--- src/rtl/seq_gen_pkg.sv ---
// seq_gen_pkg: shared types and constants for the serial pattern transmitter.
// Latency: n/a (types and constants only).
// Backpressure: n/a.
//   state_e         : transmitter FSM state, 3-bit encoding
//   DEFAULT_PATTERN : reference 4-bit pattern (1011) used by callers and benches
package seq_gen_pkg;

    typedef enum logic [2:0] {
        IDLE  = 3'd0,
        SHIFT = 3'd1,
        GAP   = 3'd2,
        DONE  = 3'd3
    } state_e;

    localparam logic [3:0] DEFAULT_PATTERN = 4'b1011;

endpackage : seq_gen_pkg

--- src/rtl/seq_gen_shreg.sv ---
// seq_gen_shreg: MSB-first pattern shift register with a bit-position index.
// Latency: load/shift take effect on the next rising clk edge; msb/empty are
//          combinational from the registered state.
// Backpressure: none internally; the caller only pulses shift on an accepted transfer.
// Ports:
//   clk, reset : clock, synchronous active-high reset
//   load       : capture pattern, index restarts at the MSB (wins over shift)
//   shift      : advance to the next lower bit
//   pattern    : value captured on load
//   msb        : bit currently presented
//   empty      : presented bit is bit 0, i.e. nothing remains behind it
module seq_gen_shreg #(
    parameter int W = 4
) (
    input  logic         clk,
    input  logic         reset,
    input  logic         load,
    input  logic         shift,
    input  logic [W-1:0] pattern,
    output logic         msb,
    output logic         empty
);

    // Keep the index at least one bit wide so W = 1 still elaborates.
    localparam int IDX_W = (W > 1) ? $clog2(W) : 1;

    logic [W-1:0]     sr_q, sr_d;
    logic [IDX_W-1:0] idx_q, idx_d;

    always_comb begin
        sr_d  = sr_q;
        idx_d = idx_q;
        if (load) begin
            sr_d  = pattern;
            idx_d = IDX_W'(W - 1);
        end else if (shift) begin
            sr_d  = sr_q << 1;
            idx_d = idx_q - IDX_W'(1);
        end
    end

    always_ff @(posedge clk) begin
        if (reset) begin
            sr_q  <= '0;
            idx_q <= '0;
        end else begin
            sr_q  <= sr_d;
            idx_q <= idx_d;
        end
    end

    assign msb   = sr_q[W-1];
    // idx counts the bits still to come after the presented one.
    assign empty = (idx_q == '0);

endmodule : seq_gen_shreg

--- src/rtl/seq_gen_tx.sv ---
// seq_gen_tx: serialises a latched pattern MSB first, repeat_cnt times, valid/ready out.
// Latency: first bit valid the cycle after start is accepted; done one cycle after last transfer.
// Backpressure: out_ready low freezes outbit, last and all state until the bit is taken.
// Build option: define SEQ_GEN_GAP_EN to insert one idle (GAP) cycle between repetitions;
//               without it repetitions go back-to-back and GAP is never entered.
// Ports:
//   clk, reset        : clock, synchronous active-high reset (wins over start)
//   start             : transmission request, only honoured in IDLE
//   pattern_in        : pattern, sampled when start is accepted
//   repeat_cnt        : number of repetitions, sampled when start is accepted
//   outbit, out_valid : serial data and its qualifier
//   out_ready         : downstream accept
//   last              : bit 0 of the final repetition is being presented
//   busy              : FSM not in IDLE
//   done              : one-cycle completion pulse
module seq_gen_tx
    import seq_gen_pkg::*;
#(
    parameter int PATTERN_W = 4,
    parameter int CNT_W     = 8
) (
    input  logic                 clk,
    input  logic                 reset,
    input  logic                 start,
    input  logic [PATTERN_W-1:0] pattern_in,
    input  logic [CNT_W-1:0]     repeat_cnt,
    output logic                 outbit,
    output logic                 out_valid,
    input  logic                 out_ready,
    output logic                 last,
    output logic                 busy,
    output logic                 done
);

    state_e               state_q, state_d;
    logic [PATTERN_W-1:0] pattern_q, pattern_d;
    // Repetitions still to send, including the one in flight.
    logic [CNT_W-1:0]     rep_q, rep_d;

    logic                 sh_load;
    logic                 sh_shift;
    logic [PATTERN_W-1:0] sh_pattern;
    logic                 sh_msb;
    logic                 sh_empty;
    logic                 final_rep;

    assign final_rep = (rep_q == CNT_W'(1));

    seq_gen_shreg #(
        .W (PATTERN_W)
    ) u_shreg (
        .clk     (clk),
        .reset   (reset),
        .load    (sh_load),
        .shift   (sh_shift),
        .pattern (sh_pattern),
        .msb     (sh_msb),
        .empty   (sh_empty)
    );

    always_ff @(posedge clk) begin
        if (reset) begin
            state_q   <= IDLE;
            pattern_q <= '0;
            rep_q     <= '0;
        end else begin
            state_q   <= state_d;
            pattern_q <= pattern_d;
            rep_q     <= rep_d;
        end
    end

    // All outputs derive from registered state only, so reset reaches them
    // solely through the state register.
    always_comb begin
        state_d    = state_q;
        pattern_d  = pattern_q;
        rep_d      = rep_q;
        sh_load    = 1'b0;
        sh_shift   = 1'b0;
        sh_pattern = pattern_q;
        out_valid  = 1'b0;
        outbit     = 1'b0;
        last       = 1'b0;
        done       = 1'b0;
        busy       = (state_q != IDLE);

        unique case (state_q)
            IDLE: begin
                if (start) begin
                    pattern_d = pattern_in;
                    rep_d     = repeat_cnt;
                    if (repeat_cnt == '0) begin
                        // Nothing to send: finish without ever raising out_valid.
                        state_d = DONE;
                    end else begin
                        // Load from the port directly so the MSB is presented next cycle.
                        sh_load    = 1'b1;
                        sh_pattern = pattern_in;
                        state_d    = SHIFT;
                    end
                end
            end

            SHIFT: begin
                out_valid = 1'b1;
                outbit    = sh_msb;
                last      = sh_empty && final_rep;
                if (out_ready) begin
                    if (!sh_empty) begin
                        sh_shift = 1'b1;
                    end else if (final_rep) begin
                        state_d = DONE;
                    end else begin
                        // Reload now; with the gap enabled the MSB simply waits
                        // in the register through the GAP cycle.
                        rep_d   = rep_q - CNT_W'(1);
                        sh_load = 1'b1;
`ifdef SEQ_GEN_GAP_EN
                        state_d = GAP;
`endif
                    end
                end
            end

            GAP: begin
`ifdef SEQ_GEN_GAP_EN
                state_d = SHIFT;
`else
                state_d = IDLE;
`endif
            end

            DONE: begin
                done    = 1'b1;
                state_d = IDLE;
            end

            default: begin
                state_d = IDLE;
            end
        endcase
    end

endmodule : seq_gen_tx
--- config.mk ---
export PLATFORM = sky130hd
export DESIGN_NAME = seq_gen_tx
export DESIGN_NICKNAME = d
export VERILOG_FILES = /design/src/rtl/seq_gen_pkg.sv /design/src/rtl/seq_gen_shreg.sv /design/src/rtl/seq_gen_tx.sv
export SDC_FILE = /design/constraint.sdc
export NUM_CORES = 1
export LEC_CHECK = 0
export CORE_MARGIN = 2
export CORE_UTILIZATION = 40
export CTS_CLUSTER_DIAMETER = 200
export DETAILED_ROUTE_END_ITERATION = 7
export PLACE_DENSITY = 0.73
export SLEW_MARGIN = 20
export SYNTH_ARGS = -nofsm -noshare
export SYNTH_HDL_FRONTEND = slang
export SYNTH_SLANG_ARGS = --single-unit
--- constraint.sdc ---
create_clock -name clk -period 6.15 [get_ports clk]
set_clock_uncertainty 0.2 [all_clocks]
set_input_delay 1.5375 -clock clk [delete_from_list [all_inputs] [get_ports clk]]
set_output_delay 1.5375 -clock clk [all_outputs]
set_load 0.02 [all_outputs]
; ---- After elaboration in Yosys (flattened, before gate mapping)
; Cells that the tools add are included.
[word_totals]
elab_cells = 56
inputBits = 16
register_bits = 21
output_inout_bits = 5
[op_classes]
n_eq_ne = 8
mux = 31
reduce_logical = 10
n_addsub = 2
[ops]
columns = cell, count
row1 = $mux 8, 4
row2 = $mux 4, 5
row3 = $pmux 8 s2, 1
row4 = $mux 1, 12
row5 = $mux 3, 4
row6 = $ne 2x2->1 const B, 5
row7 = $eq 8x1->1 const B, 1
row8 = $logic_not 8->1, 1
row9 = $sub 8x1->8 const B, 1
row10 = $mux 2, 3
row11 = $pmux 3 s2, 1
row12 = $reduce_and 5->1, 1
row13 = $reduce_and 4->1, 1
row14 = $reduce_bool 2->1, 2
row15 = $eq 3x1->1 const B, 1
row16 = $eq 3x2->1 const B, 1
row17 = $logic_not 3->1, 1
row18 = $reduce_bool 3->1, 1
row19 = $logic_not 2->1, 1
row20 = $pmux 1 s2, 1
row21 = $reduce_and 2->1, 1
row22 = $sub 2x1->2 const B, 1
row23 = $logic_and 1x1->1, 1

; ---- Logic depth before layout (Yosys ltp)
; Gate-level depths: netlist (run 1).
[logic_depth]
ltp_word = 6
ltp_mapped = 7
ltp_nobuf = 6

; ---- Modules after synthesis
; A second synthesis (run 1) with hierarchy kept.
[unflattened]
hier_cells = 133
area_unflattened_um2 = 1209.9
[by_module_without_submodules]
columns = module, cells_per_inst, area_per_inst_um2, seq_area_each_um2, instances
row1 = seq_gen_tx, 105, 932.1, 280.3, 1
row2 = seq_gen_shreg, 28, 277.8, 120.1, 1

; ---- Worst setup path after synthesis (run 1)
; No wires, ideal clock.
[synth_timing]
path_kind = register to output
start = register rep_q[1]
end = output last
t_arrival_ps = 1233
path_slack_ps = 3180
required_time_ps = 4412
n_path_buf = 0
stages_incl_launch_ff = 6
cell_sequence = dfxtp_1 > inv_1 > ha_1 > nor3b_1 > nand2_1 > nor2_1
[synth_between]
elab_chain_len = 3
[synth_rtl]
columns = item, line_no
row1 = start: declaration, seq_gen_tx.sv:38  ; logic [CNT_W-1:0] rep_q, rep_d;
row2 = start signal: assignment, seq_gen_tx.sv:69  ; rep_q <= rep_d;
row3 = $eq 8x1->1, seq_gen_tx.sv:47  ; assign final_rep = (rep_q == CNT_W'(1));
row4 = $logic_and 1x1->1, seq_gen_tx.sv:108  ; last = sh_empty && final_rep;
row5 = $mux 1, seq_gen_tx.sv:88  ; unique case (state_q)
row6 = end: declaration, seq_gen_tx.sv:30  ; output logic last,
; Every way passes these cells.

; ---- Final worst setup path (run 1)
[layout_timing]
start = register state_q[1]
end = output outbit
[layout_between]
elab_chain_len = 2
[layout_rtl]
columns = item, line_no
row1 = start: declaration, seq_gen_tx.sv:35  ; state_e state_q, state_d;
row2 = start signal: assignment, seq_gen_tx.sv:67  ; state_q <= state_d;
row3 = $eq 3x1->1, seq_gen_tx.sv:88
row4 = $mux 1, seq_gen_tx.sv:88
row5 = end: declaration, seq_gen_tx.sv:27  ; output logic outbit,
; Every way passes these cells.

==> results of run 1 <==
worst register-to-register path: stages, from the launching register on:
cell and delay (ps):
dfxtp_1 480, nor3b_2 460, a21boi_1 770, mux2i_1 290, a21oi_1 90
synthesized netlist by cell type, types with 2 or more instances:
cell	n
clkbuf_1	4
a2111oi_0	3
a31oi_1	2
and2_1	2
a31o_2	3
dfxtp_1	20
a21oi_1	14
nand3_1	4
mux2i_1	8
mux2_2	3
inv_1	7
nor4_1	6
clkinv_1	2
o21ai_0	3
nor2_1	15
nor3b_1	4
nand2b_1	3
nand2_1	4
nor3_1	2
buf_2	2
nor2b_1	2
a21boi_0	2
ha_1	3
o31ai_1	5
per-stage QoR:
stage	worst slack [ps]	cells	area, um2	power (mW)	hold slack [ps]
2_1_floorplan	3180	144	1210	0.231	260
3_3_place_gp	2090	188	1420	0.260	287
3_5_place_dp	1880	188	1420	0.264	290
4_1_cts	1950	192	1470	0.373	319
5_1_grt	1750	192	1480	0.392	367
6_report	1900	192	1480	0.373	312
final cells by class:
cell class,count,area share [%]
Tap cell,31,2.63
Clock buffer,3,1.53
Clock inverter,1,2.04
Multi-Input combinational cell,108,50.8
Sequential cell,20,27.1
Timing Repair Buffer,20,13.6
Inverter,9,2.29
worst max-delay path by stage:
stage	start	end	slack [ps]	cells past startpoint
after detailed placement	start	u_shreg.sr_q[1]$_SDFFE_PP0P_	1880	5
after global placement	start	u_shreg.sr_q[2]$_SDFFE_PP0P_	2090	5
after global routing	state_q[1]$_SDFFE_PP0P_	outbit	1750	4
after CTS	state_q[1]$_SDFFE_PP0P_	outbit	1950	4
final	state_q[1]$_SDFFE_PP0P_	outbit	1900	4
after floorplan	rep_q[1]$_SDFFE_PP0P_	last	3180	5
state kept, by name, indices dropped and copies added (netlist names):
name,count
u_shreg.sr_q,4
rep_q,8
u_shreg.idx_q,2
state_q,2
pattern_q,4
power breakdown:
group / switching (mW) / internal [mW] / total (mW)
clock network: 0.0428 / 0.0659 / 0.109
registers: 0.0126 / 0.143 / 0.155
logic: 0.0578 / 0.0507 / 0.109
total: 0.113 / 0.259 / 0.373
per-layer routing:
| metal | vias to the layer above | GRT usage (%) | share of wire, % |
|---|---|---|---|
| met2 | 47 | 34.3 | 50 |
| met1 | 569 | 21.4 | 42 |
| li1 | 571 | - | - |
| met3 | 6 | 4.84 | 6.3 |
| met5 | - | 0 | 0 |
| met4 | 0 | 9.09 | 1.9 |
cell families after synthesis:
group / after synthesis
adders and majority gates: 3
and+or+nand+nor: 52
buffers and inverters: 16
DFF: 20
muxes: 11
AOI/OAI and AO/OA: 41
xor gates and xnor gates: 1
==> impl_metrics.tcl, run 1 <==
set metrics [dict create \
    status "complete, but fails checks" \
    violations "design-rule violations" \
    grt_pass1_wl_um 5140 \
    synthesis.nets 163 \
    vias 1193 \
    critPathBufInv 2 \
    tritoncts "yes" \
    cts_inserted_buffers 3 \
    yosys_warnings 0 \
    grt_setup_unrepaired "no" \
    hp-start "pattern_q[1]$_SDFFE_PP0P_" \
    total_leakage_power_nw 0.536 \
    port_buffers 20 \
    clkSinkCount 20 \
    synthTopCellsByArea "dfxtp_1 (33%), mux2i_1 (6.6%), a21oi_1 (5.8%)" \
    layout.area.seq_um2 400 \
    hold-path-endpoint "pattern_q[1]$_SDFFE_PP0P_" \
    worst_pin_slew_ps 858 \
    ys_ff_latch 20 \
    dr.pass1.iters 6 \
    post_drt_via_cell_ratio 6.21 \
    route.detailed.drc 1 \
    synth_area_per_cell_um2 8.38 \
    dpl.hpwl_um 2300 \
    max_stage_delay_ps 530 \
    die-area_um2 3470 \
    grt.total_usage_pct 19.3 \
    period_needed_ps 4250 \
    netlist.area_leader.share_pct 33.2 \
    num_rows 19 \
    peakVddDrop_mv 0.127 \
    drt_iter0_drc 79 \
    wl_per_cell_um 16.1 \
    clock_path_buffers 2 \
    slew_viol_final 0 \
    coreArea_um2 2810 \
    clk_root_buffer_cell "clkbuf_4" \
    layout_common_cells "clkdlybuf4s50_1 (20), dfxtp_1 (20), nor2_1 (15), a21oi_1 (14), mux2i_1 (8)" \
    synth_xor_area_share_pct 0.726 \
    die_y_um 58.9 \
    holdBufCountCts 0 \
    syn_inst 144 \
    start_util_pct 43.0 \
    syn_area_um2 1210 \
    ctsResizeCount 0 \
    hold_viol_final 0 \
    utilization_pct 52.6 \
    cts_setup_buffers 0 \
    cap_viol_max_count 0 \
    multi_input_area_um2 749 \
    drive_above_1_share_pct 11.2 \
    diodes 0 \
    fin_crit_sh_pct 69.1 \
    wl_um 3090 \
    r2r_start "state_q[0]$_SDFFE_PP0P_" \
    cp.required_ps 4410 \
    die_w_um 58.9 \
    critPathKind "reg2out" \
    yosys.cell_types.count 45 \
    worst_setup_path_end_kind "output pin" \
    htree_levels 1 \
    netlist.top_cell.by_area "dfxtp_1" \
    pwr_density_cell_nw_per_um2 253 \
    synth_adder_area_share_pct 3.11 \
    antenna_found_initial 0 \
    synth_compound_area_share_pct 23.4 \
    synth_top_family_by_area "simple AND/OR/NAND/NOR gates" \
    max_slew_margin_pct 42.7 \
    nets 181 \
    grt_pass1_vias 1138 \
    hold_class "reg2reg" \
    cp_slowest_cell "dfxtp_1" \
    synth-simple-area-share_pct 24.9 \
    path_clk_slew_ps 120 \
    ant_nets 0 \
    startpoint_type "register" \
    crit_chain "nand2b_1 -> clkinv_1 -> and2_1 -> clkdlybuf4s50_1" \
    synthMuxAreaShare_pct 9.44 \
    grt_max_degree 19 \
    fin_setup_tns_ps 0 \
    synthToLayoutAreaGrowth_pct 22.3 \
    r2r_end "u_shreg.sr_q[1]$_SDFFE_PP0P_" \
    critPathTopFamily "buffers and inverters" \
    worstPathArrival_ps 2510 \
    io_pins 21 \
    synth_edf_count 0 \
    holdPathStages 2 \
    async_flop_share_pct 0 \
    critPathMaxFanout 12 \
    clk_latency_ps 310 \
    fillerInstances 271 \
    setup_viol 0 \
    gp_congestion 0.858 \
    synth_top_flop_cell "dfxtp_1" \
    grt_overflow 0 \
    ys_seq_area_share_pct 33.2 \
    fmax_mhz 235 \
    reg2reg_setup_slack_ps 3770 \
    r2r_cells 4 \
]
Power figures use the tool's default switching activity.
==> run 2: changes to the inputs <==
--- a/config.mk
+++ b/config.mk
@@ -9,7 +9,7 @@
 export CORE_UTILIZATION = 40
 export CTS_CLUSTER_DIAMETER = 200
 export DETAILED_ROUTE_END_ITERATION = 7
-export PLACE_DENSITY = 0.73
+export PLACE_DENSITY = 0.76
 export SLEW_MARGIN = 20
 export SYNTH_ARGS = -nofsm -noshare
 export SYNTH_HDL_FRONTEND = slang
==> constraint.sdc (replaced) <==
create_clock -name clk -period 3.4 [get_ports clk]
set_clock_uncertainty 0.2 [all_clocks]
set_input_delay 0.85 -clock clk [delete_from_list [all_inputs] [get_ports clk]]
set_output_delay 0.85 -clock clk [all_outputs]
set_load 0.02 [all_outputs]
==> run 2 against run 1 <==
Compared with the run above: the flow still finishes with violations (design-rule violations); critical path type unchanged; sequential power up 80%; largest cell class unchanged; design area up 3.0%; worst hold slack worse by 2.4 ps.
==> impl_metrics.tcl, run 2 (same netlist as run 1, synthesis figures left out) <==
set metrics [dict create \
    total_leakage_power_nw 0.568 \
    grt.total_usage_pct 20.0 \
    holdPathStages 2 \
    grt_setup_unrepaired "no" \
    startpoint_type "register" \
    period_needed_ps 3200 \
    start_util_pct 43.0 \
    num_rows 19 \
    critPathMaxFanout 6 \
    hp-start "pattern_q[2]$_SDFFE_PP0P_" \
    antenna_found_initial 0 \
    reg.largest.list "rep_q: 8 flops, pattern_q: 4 flops, u_shreg.sr_q: 4 flops" \
    vias 1210 \
    critPathKind "reg2out" \
    clock_path_buffers 2 \
    die_y_um 58.9 \
    cts_setup_buffers 0 \
    largest_register "rep_q" \
    wl_um 3140 \
    die-area_um2 3470 \
    stdcell_area_um2 1520 \
    startpoint "rep_q[4]$_SDFFE_PP0P_" \
    die_w_um 58.9 \
    wl_per_cell_um 15.9 \
    layout_common_cells "clkdlybuf4s50_1 (20), dfxtp_1 (20), nor2_1 (15), a21oi_1 (14), mux2i_1 (8)" \
    grt_max_degree 18 \
    grt_pass1_vias 1166 \
    worst_pin_slew_ps 830 \
    dpl.hpwl_um 2310 \
    cap_viol_max_count 0 \
    violations "design-rule violations" \
    holdWs_ps 310 \
    hold_class "reg2reg" \
    fin_crit_sh_pct 94.1 \
    route.detailed.drc 2 \
    r2r_cells 4 \
    drt_iter0_drc 77 \
    ant_nets 0 \
    worstPathArrival_ps 2150 \
    diodes 0 \
    reg2reg_setup_slack_ps 1240 \
    cts_inserted_buffers 3 \
    peakVddDrop_mv 0.237 \
    slew_viol_final 0 \
    gp_congestion 0.849 \
    tritoncts "yes" \
    clkSinkCount 20 \
    coreArea_um2 2810 \
    post_drt_via_cell_ratio 6.11 \
    hold_viol_final 0 \
    r2r_start "rep_q[0]$_SDFFE_PP0P_" \
    grt_overflow 0 \
    path_clk_slew_ps 120 \
    holdBufCountCts 0 \
    htree_levels 1 \
    worst_setup_path_end_kind "output pin" \
    fin_setup_tns_ps 0 \
    setup_viol 0 \
    clk_latency_ps 310 \
    io_pins 21 \
    max_slew_margin_pct 44.1 \
    nets 187 \
    clk_root_buffer_cell "clkbuf_4" \
    dr.pass1.iters 6 \
    synthToLayoutAreaGrowth_pct 25.9 \
    ctsResizeCount 0 \
    grt_pass1_wl_um 5320 \
    final_cells 198 \
    r2r_end "rep_q[5]$_SDFFE_PP0P_" \
    drive_above_1_share_pct 14.4 \
    status "complete, but fails checks" \
    placed_area_um2 1460 \
    fmax_mhz 312 \
    pwr_density_cell_nw_per_um2 451 \
    place_inst 194 \
    cp.required_ps 2350 \
    port_buffers 20 \
    hold-path-endpoint "pattern_q[2]$_SDFFE_PP0P_" \
    largest_reg_flops 8 \
]
==> run 2: area by class of cell <==
class	count	area [um2]
fillers	269	1290
multi-input cells	108	748
flip-flops and latches	20	400
repair buffers	26	245
well taps	31	38.8
inverters	9	33.8
clock inverters	1	30.0
clock buffers	3	22.5
==> run 2: worst max-delay path: stages (launching register included) <==
cell,delay (ps)
dfxtp_1,380
nor4_1,570
nand2_1,140
nor2_1,130
clkdlybuf4s50_1,610
==> run 2: worst max path at each step <==
stage | to | slack (ps) | cells past startpoint
2_1_floorplan | last | 1120 | 5
3_3_place_gp | last | 620 | 5
3_5_place_dp | last | 530 | 6
4_1_cts | last | 170 | 6
5_1_grt | last | 60 | 4
6_report | last | 200 | 4
==> run 2: layer usage <==
metal / global-route usage, % / share of wire [%] / vias to the layer above
met5: 0 / 0 / -
met2: 35.1 / 51 / 60
met4: 6.82 / 0.99 / 0
met3: 5.05 / 7.4 / 6
met1: 23.6 / 41 / 559
li1: - / - / 585
==> run 2: power breakdown <==
group	internal, mW	switching [mW]	total, mW
clock	0.119	0.0797	0.199
sequential	0.258	0.0204	0.279
combinational	0.0980	0.109	0.207
==> run 2: stage by stage <==
stage                     setup slack [ps]  power (mW)  util (%)
after global routing                  61.9       0.726      54.1
after global placement                 617       0.478      52.1
after floorplan                       1120       0.418         -
after detailed placement               528       0.486      52.1
after CTS                              175       0.685      54.0
final                                  200       0.685      54.1
